<file path="config.mk">
export PLATFORM = sky130hd
export DESIGN_NAME = mac_chain_sequencer
export DESIGN_NICKNAME = d
export VERILOG_FILES = /design/src/rtl/mac_chain_sequencer.sv
export SDC_FILE = /design/constraint.sdc
export NUM_CORES = 1
export LEC_CHECK = 0
export BUFFER_PORTS_ARGS = -buffer_cell sky130_fd_sc_hd__buf_2
export CAP_MARGIN = 30
export CORE_MARGIN = 8
export CORE_UTILIZATION = 40
export CTS_CLUSTER_DIAMETER = 80
export DETAILED_ROUTE_END_ITERATION = 8
export PLACE_DENSITY = 0.78
export SLEW_MARGIN = 20
export SYNTH_ARGS = -nofsm -noshare
export SYNTH_HDL_FRONTEND = slang
export SYNTH_SLANG_ARGS = --single-unit
</file>
<file path="constraint.sdc">
create_clock -name clock -period 2.5 [get_ports clock]
set_clock_uncertainty 0.2 [all_clocks]
set_input_delay 0.5 -clock clock [delete_from_list [all_inputs] [get_ports clock]]
set_output_delay 0.5 -clock clock [all_outputs]
set_load 0.05 [all_outputs]
</file>
<file path="src/rtl/mac_chain_sequencer.sv">
// Sequencer for a chain of MAC slices: loads per-tap coefficients, gates the
// shared calculate enable from sample/result handshakes, tracks result validity and flushes the tail.
module mac_chain_sequencer #(
  parameter int NUMBER_TAPS       = 8,
  parameter int DATA_WIDTH        = 16,
  parameter int COEFFICIENT_WIDTH = 16,
  parameter int CHAIN_LATENCY     = 3,
  parameter int FLUSH_LENGTH      = NUMBER_TAPS + CHAIN_LATENCY
) (
  input  logic                                clock,
  input  logic                                reset,
  input  logic                                load_start,
  input  logic                                coef_valid,
  output logic                                coef_ready,
  input  logic signed [COEFFICIENT_WIDTH-1:0] coef_data,
  input  logic                                coef_last,
  input  logic                                in_valid,
  output logic                                in_ready,
  input  logic signed [DATA_WIDTH-1:0]        in_data,
  input  logic                                flush_start,
  output logic                                out_valid,
  input  logic                                out_ready,
  output logic signed [DATA_WIDTH-1:0]        chain_data_in,
  output logic signed [COEFFICIENT_WIDTH-1:0] chain_coefficient,
  output logic [NUMBER_TAPS-1:0]              chain_ce_coefficient,
  output logic                                chain_reset_coefficient,
  output logic                                chain_ce_calculate,
  output logic                                busy,
  output logic                                load_error
);

  localparam int TAP_W   = $clog2(NUMBER_TAPS + 1);
  localparam int FLUSH_W = $clog2(FLUSH_LENGTH + 1);
  localparam logic [TAP_W-1:0]   LAST_TAP   = TAP_W'(NUMBER_TAPS - 1);
  localparam logic [FLUSH_W-1:0] LAST_FLUSH = FLUSH_W'(FLUSH_LENGTH - 1);

  typedef enum logic [1:0] {IDLE, LOAD, RUN, FLUSH} state_t;

  state_t                   state;
  logic [TAP_W-1:0]         tap_idx;
  logic [FLUSH_W-1:0]       flush_cnt;
  logic                     loaded;
  logic                     reload_clr;
  logic [CHAIN_LATENCY-1:0] vld_pipe;
  logic                     step;
  logic                     coef_fire;
  logic                     sample_fire;
  logic                     reload;

  function automatic logic [NUMBER_TAPS-1:0] tap_select(input logic [TAP_W-1:0] idx);
    tap_select = '0;
    for (int i = 0; i < NUMBER_TAPS; i++) begin
      if (idx == TAP_W'(i)) tap_select[i] = 1'b1;
    end
  endfunction

  // The chain only advances when the current result has been taken or is not valid.
  assign out_valid   = vld_pipe[CHAIN_LATENCY-1];
  assign step        = !out_valid || out_ready;
  assign busy        = (state != IDLE);
  assign coef_ready  = (state == LOAD) && !reset;
  assign coef_fire   = coef_valid && coef_ready;
  assign in_ready    = (state == RUN) && step && !reset;
  assign sample_fire = in_valid && in_ready;
  assign reload      = load_start && (state != LOAD);

  // Any fresh load clears the slices; a failed load clears them again one cycle later.
  assign chain_reset_coefficient = reset || reload_clr || reload;

  always_comb begin
    chain_ce_calculate   = 1'b0;
    chain_data_in        = '0;
    chain_coefficient    = '0;
    chain_ce_coefficient = '0;
    if (!reset) begin
      case (state)
        LOAD: begin
          chain_coefficient = coef_data;
          if (coef_fire) chain_ce_coefficient = tap_select(tap_idx);
        end
        RUN: begin
          chain_data_in      = in_data;
          chain_ce_calculate = sample_fire;
        end
        FLUSH: chain_ce_calculate = step;
        default: ;
      endcase
    end
  end

  always_ff @(posedge clock) begin
    if (reset) begin
      state      <= IDLE;
      tap_idx    <= '0;
      flush_cnt  <= '0;
      loaded     <= 1'b0;
      load_error <= 1'b0;
      reload_clr <= 1'b0;
      vld_pipe   <= '0;
    end else begin
      reload_clr <= 1'b0;
      // Validity tags travel with the chain: one shift per calculate enable.
      if (chain_ce_calculate) vld_pipe <= CHAIN_LATENCY'({vld_pipe, 1'b1});
      case (state)
        IDLE: begin
          if (load_start) begin
            state   <= LOAD;
            tap_idx <= '0;
          end else if (loaded) begin
            state <= RUN;
          end
        end
        LOAD: begin
          if (coef_fire) begin
            if (coef_last && tap_idx == LAST_TAP) begin
              state  <= RUN;
              loaded <= 1'b1;
            end else if (coef_last || tap_idx == LAST_TAP) begin
              state      <= IDLE;
              loaded     <= 1'b0;
              load_error <= 1'b1;
              reload_clr <= 1'b1;
            end else begin
              tap_idx <= tap_idx + 1'b1;
            end
          end
        end
        RUN: begin
          if (load_start) begin
            state    <= LOAD;
            tap_idx  <= '0;
            loaded   <= 1'b0;
            vld_pipe <= '0;
          end else if (flush_start) begin
            state     <= FLUSH;
            flush_cnt <= '0;
          end
        end
        FLUSH: begin
          if (load_start) begin
            state    <= LOAD;
            tap_idx  <= '0;
            loaded   <= 1'b0;
            vld_pipe <= '0;
          end else if (chain_ce_calculate) begin
            if (flush_cnt == LAST_FLUSH) begin
              state     <= RUN;
              flush_cnt <= '0;
            end else begin
              flush_cnt <= flush_cnt + 1'b1;
            end
          end
        end
        default: state <= IDLE;
      endcase
    end
  end

endmodule

</file>
==> results.yml, run 1 <==
setup_path:
  rrSetupSlack_ns: 0.41
  r2r_cells: 5
  reg2reg_to: "state[1]"
  cp-start-kind: "flop"
  cp_slowest_stage_delay_ns: 0.36
  path_cells: "inv_1 -> ha_1 -> buf_4 -> and3_1 -> buf_2"
  cp.arrival_ns: 1.71
  path_max_fanout: 16
  critPathCapture: "chain_data_in[7]"
  worstSetupEndpointType: "output port"
  crit_type: "flop to output port"
  critical_path.startpoint: "state[0]"
  timing.rr.start: "state[0]"
  critPathSlowestCell: "dfxtp_1"
  crit_required_ns: 1.80
clock_tree:
  cts_max_path_buffers: 2
  cts_resized: 15
  cts_setup_buffers: 0
  htree_num_levels: 1
  cts_buffers: 3
  cts_tree: "done"
  clk_pin_slew_worst_paths_ns: 0.10
  cts_sinks: 16
  cts_root_buffer: "clkbuf_4"
  clkLatencyLatePin_ns: 0.29
  postCtsHoldBufs: 0
yosys:
  netlist_instances: 159
  ys_types: 37
  yosysSeqAreaShare_pct: 25.8
  syn-num-nets: 209
  syn_area_um2: 1240
  ys_ff_latch: 16
  yosysWarningCount: 0
  syn_avg_cell_area_um2: 7.81
timing:
  slew_headroom_pct: 61.5
  clock.fmax_mhz: 414
  slew_violations: 0
  setup_ws_ns: 0.0856
  finalSetupTns_ns: 0
  fin_crit_ns: 2.41
  worstMarginPinSlew_ns: 0.571
  fin_crit_sh_pct: 96.6
  setup_violations: 0
  hold_viol: 0
  rsz0062_at_grt: "yes"
power:
  power_density_nw_per_um2: 792
  p_leak_nw: 1.02
  max-vdd-ir-drop_v: 0.000455
route:
  routed_wl_um: 3740
  wire_per_inst_um: 13.4
  drc: 0
  first_iter_violations: 86
  antenna_left: 0
  dr_total_vias: 1390
  firstDrtPassIters: 4
  via_per_inst: 4.98
floorplanning:
  core_um2: 3000
  io_pins: 87
  initial_core_util_pct: 41.3
  dieHeight_um: 71.7
  row_count: 20
  chipWidth_um: 71.7
  die_area_um2: 5140
place:
  place_ws_ns: 0.226
  place_congestion: 0.825
  post-dp-hpwl_um: 3000
  numPortBuffers: 86
global_routing:
  antenna_found_initial: 0
  track_usage_pct: 13.7
  grt_max_degree: 22
  grt.overflow.total: 0
  grt_pass1_wl_um: 5770
  grt_pass1_vias: 1340
layout:
  layout-drive-gt1-share_pct: 47.2
  final_core_util_pct: 61.4
  layout_common_cells: "buf_2, buf_4, and3_1"
  num_antenna_cells: 0
  area_delta_synth_final_pct: 48.5
  final_common_cell: "buf_2"
  finalNetCount: 297
outcome:
  outcome: "completed"
min_path:
  hold_class: "input pin to flop"
job:
  drv_cap: 0
state kept, by name (all words and copies together), names as in the netlist:
signal      count
flush_cnt       4
load_error      1
loaded          1
reload_clr      1
state           2
tap_idx         4
vld_pipe        3
worst max-delay path, delay by kind of cell (launching register included):
kind | cells | cell delay, ns
buffers and inverters | 3 | 0.59
flip-flops | 1 | 0.36
AND/OR/NAND/NOR | 1 | 0.16
adder cells (fa/ha/maj) | 1 | 0.30
through the flow:
stage | std cells | total power [mW] | hold slack [ns] | area (um2)
after detailed placement | 275 | 1.24 | 0.239 | 1730
after global placement | 275 | 1.24 | 0.229 | 1730
after global routing | 279 | 1.54 | 0.248 | 1840
after floorplan | 159 | 1.03 | 0.240 | 1260
after CTS | 279 | 1.44 | 0.246 | 1800
final | 279 | 1.46 | 0.256 | 1840
cell usage after synthesis, drive strengths merged:
cell type / number / area, um2
and2: 20 / 125
and3: 20 / 129
nor2: 17 / 66.3
dfxtp: 16 / 320
ha: 10 / 125
inv: 9 / 33.8
nor3: 9 / 55.1
a21oi: 8 / 40.0
clkbuf: 6 / 22.5
o21ai: 6 / 30.0
nor2b: 5 / 31.3
nand2: 4 / 15.0
mux2i: 3 / 30.0
nand3b: 3 / 26.3
nand4: 3 / 18.8
buf: 2 / 16.3
nand2b: 2 / 12.5
xor2: 2 / 17.5
a211o: 1 / 8.76
a21o: 1 / 7.51
a32o: 1 / 10.0
a41oi: 1 / 8.76
and3b: 1 / 8.76
nand3: 1 / 5.00
o21a: 1 / 15.0
o21ba: 1 / 10.0
o221a: 1 / 11.3
o311a: 1 / 10.0
o31ai: 1 / 7.51
o32ai: 1 / 8.76
or3: 1 / 6.26
xnor2: 1 / 8.76
layout make-up:
cell class / instances / area, um2
Tap cell: 33 / 41.3
Fill cell: 277 / 1160
Inverter: 9 / 33.8
Multi-Input combinational cell: 126 / 883
Timing Repair Buffer: 91 / 528
Clock buffer: 4 / 36.3
Sequential cell: 16 / 320
where the power goes:
part,switching [mW],internal (mW),total [mW]
sequential,0.0240,0.279,0.303
combinational,0.659,0.319,0.979
clock,0.0889,0.0888,0.178
total,0.772,0.687,1.46
how the worst min path moves through the flow:
stage                             end        start  slack [ns]  cells after the start
final                      tap_idx[3]        reset        0.26                      2
after global routing       tap_idx[3]        reset        0.25                      2
after CTS                  tap_idx[3]        reset        0.25                      2
after detailed placement   load_error   load_error        0.24                      1
after global placement     load_error   load_error        0.23                      1
after floorplan           vld_pipe[0]  vld_pipe[0]        0.24                      2
cells by family (layout without fill, tap and decap cells):
group / after synthesis / in the layout / share of synthesized area (%)
fa+ha+maj: 10 / 10 / 10.1
xor+xnor: 3 / 3 / 2.12
buf+inv: 17 / 104 / 5.85
simple gates: 86 / 86 / 40.2
flops: 16 / 16 / 25.8
compound gates: 24 / 24 / 13.5
mux: 3 / 3 / 2.42
routing by layer:
metal / GRT usage [%] / wire length (um) / part of all wire [%]
met1: 14.9 / 1580 / 42
met2: 23.2 / 1810 / 48
met3: 5.16 / 290 / 7.8
met4: 5.44 / 59 / 1.6
met5: 0 / 0 / 0
No activity file was read; power rests on OpenSTA's default activity.
==> run 2: changes to the inputs <==
Settings changed: ABC_AREA from default to 1, CORE_MARGIN 8 to default, PLACE_DENSITY 0.78 to 0.76.
==> run 2 against run 1 <==
Setup slack better by 0.058 ns; largest power group unchanged; synthesized cell count rose by 41%; register-to-register slack gained 0.15 ns; worst hold slack better by 0.019 ns; utilization shrank 1.9 points; die area down 30%; wire length down 7.0%; synthesized area is 9.2% higher; combinational power hardly changed; clock power decreased by 24%; critical path depth rose by 2; global-route usage rose by 6.0 points.
==> results.yml, run 2 <==
setup_path:
  crit_required_ns: 1.80
  crit_type: "flop to output port"
  cp.arrival_ns: 1.66
  cp-start-kind: "flop"
  timing.rr.start: "state[0]"
  reg2reg_to: "state[1]"
  path_max_fanout: 4
  rrSetupSlack_ns: 0.56
  critical_path.startpoint: "state[0]"
  r2r_cells: 10
  worstSetupEndpointType: "output port"
place:
  dp_cells: 349
  post-dp-hpwl_um: 2790
  place_congestion: 0.782
  numPortBuffers: 86
yosys:
  yosysTopAreaCell: "dfxtp_1"
  syn-num-nets: 274
  yosysSeqAreaShare_pct: 23.6
  synth_area_leaders: "dfxtp_1, nand2_1, nor2_1"
  yosysMostFrequentCell: "nand2_1"
  ys_ff_latch: 16
  ys_types: 28
  syn_avg_cell_area_um2: 6.05
  synth_edf_count: 0
  synth_flop_cell: "dfxtp_1"
  synth_top_area_share_pct: 23.6
  netlist_instances: 224
  synth_common_cells: "nand2_1, nor2_1, inv_1"
  syn_area_um2: 1360
  async_flop_share_pct: 0
  yosysWarningCount: 0
timing:
  whs_ns: 0.275
  slew_headroom_pct: 75.8
  rsz0062_at_grt: "no"
  clock.fmax_mhz: 424
  fin_crit_sh_pct: 94.2
  slew_violations: 0
  fin_crit_ns: 2.36
  hold_viol: 0
  setup_violations: 0
  worstMarginPinSlew_ns: 0.363
layout:
  layout_common_cells: "buf_2, nand2_1, nor2_1"
  final_common_cell: "buf_2"
  largestRegisters: "flush_cnt x4, tap_idx x4, vld_pipe x3"
  area_delta_synth_final_pct: 37.3
  fillers: 327
  num_antenna_cells: 0
  finalNetCount: 360
  fin_cells: 352
  layout-drive-gt1-share_pct: 37.3
global_routing:
  grt_pass1_vias: 1339
  grt_pass1_wl_um: 5380
  grt_max_degree: 39
  antenna_found_initial: 0
  track_usage_pct: 19.7
  grt.overflow.total: 0
floorplanning:
  dieHeight_um: 60.2
  row_count: 20
  die_area_um2: 3620
  core_um2: 3130
  io_pins: 87
  chipWidth_um: 60.2
  initial_core_util_pct: 43.3
clock_tree:
  cts_tree: "done"
  htree_num_levels: 1
  clkLatencyLatePin_ns: 0.28
  cts_max_path_buffers: 2
  clk_pin_slew_worst_paths_ns: 0.09
  postCtsHoldBufs: 0
  cts_sinks: 16
  cts_root_buffer: "clkbuf_4"
  cts_buffers: 3
min_path:
  hold_class: "flop to flop"
  worstHoldEndpoint: "loaded"
  min_from: "loaded"
  holdPathStages: 2
power:
  p_leak_nw: 1.03
  max-vdd-ir-drop_v: 0.000292
  power_density_nw_per_um2: 781
  power.total_mw: 1.45
route:
  drc: 0
  first_iter_violations: 60
  wire_per_inst_um: 9.88
  via_per_inst: 4.65
  dr_total_vias: 1637
  firstDrtPassIters: 4
  routed_wl_um: 3480
  antenna_left: 0
outcome:
  outcome: "completed"
job:
  drv_cap: 0
## run 2: changes by cell type after synthesis, moves of 5 or more
cell	previous run	this run
nand2_1	4	58
nor2_1	16	46
and2_1	20	0
and3_1	17	0
inv_1	9	22
nand3_1	1	7
inv_2	0	5
nor2b_1	5	0
## run 2: repair_timing
| action | in CTS | in global routing |
|---|---|---|
| gates resized for setup | 0 | 4 |
| setup buffers | 0 | 0 |
| endpoints found under the hold margin | 0 | 0 |
| setup endpoints to repair | 0 | 1 |
## run 2: through the flow
stage	area, um2	worst slack (ns)	utilization, %	TNS (ns)
2_1_floorplan	1360	-0.403	-	-2.42
3_3_place_gp	1830	0.404	58.4	0
3_5_place_dp	1830	0.395	58.4	0
4_1_cts	1850	0.103	59.1	0
5_1_grt	1860	0.0209	59.5	0
6_report	1860	0.144	59.5	0
## run 2: final cells by class
cell class / instances / area, um2 / area share, %
sequential: 16 / 320 / 17.2
inverter: 27 / 101 / 5.45
clock buffer: 3 / 22.5 / 1.21
multi-input combinational: 173 / 901 / 48.4
tap: 44 / 55.1 / 2.96
timing repair buffer: 89 / 460 / 24.7
## run 2: kinds of logic (layout without fill, tap and decap cells)
logic type	Yosys count	count (layout)	synth area share, %
AOI/OAI and AO/OA	23	23	10.2
xor gates and xnor gates	2	2	1.29
adders and majority gates	10	10	9.23
and+or+nand+nor	138	138	45.2
buffers and inverters	35	119	10.4
DFF	16	16	23.6
## run 2: critical path, stage by stage, from the launching register on
cell and delay, ns:
dfxtp_1 0.39, inv_1 0.08, ha_1 0.26, nor2_4 0.16, inv_1 0.07, nand4_1 0.11, inv_1 0.09, buf_2 0.21
## run 2: metal layers
metal	routed length, um	global-route usage (%)
met1	1550	23.3
met2	1660	33.9
met3	239	4.98
met4	25	6.98
met5	0	0
## run 2: power breakdown
part           internal (mW)  switching [mW]  total, mW  leakage, nW
Sequential             0.286          0.0280      0.314        0.130
Clock                 0.0559          0.0788      0.135       0.0138
Combinational          0.280           0.723       1.00        0.888
Total                  0.622           0.830       1.45         1.03
## run 2: worst max-delay path by stage
stage / end / slack (ns)
final: chain_ce_calculate / 0.14
after global routing: chain_ce_coefficient[3] / 0.02
after CTS: chain_ce_calculate / 0.10
after detailed placement: chain_ce_calculate / 0.40
after global placement: chain_reset_coefficient / 0.40
after floorplan: chain_ce_coefficient[0] / -0.40
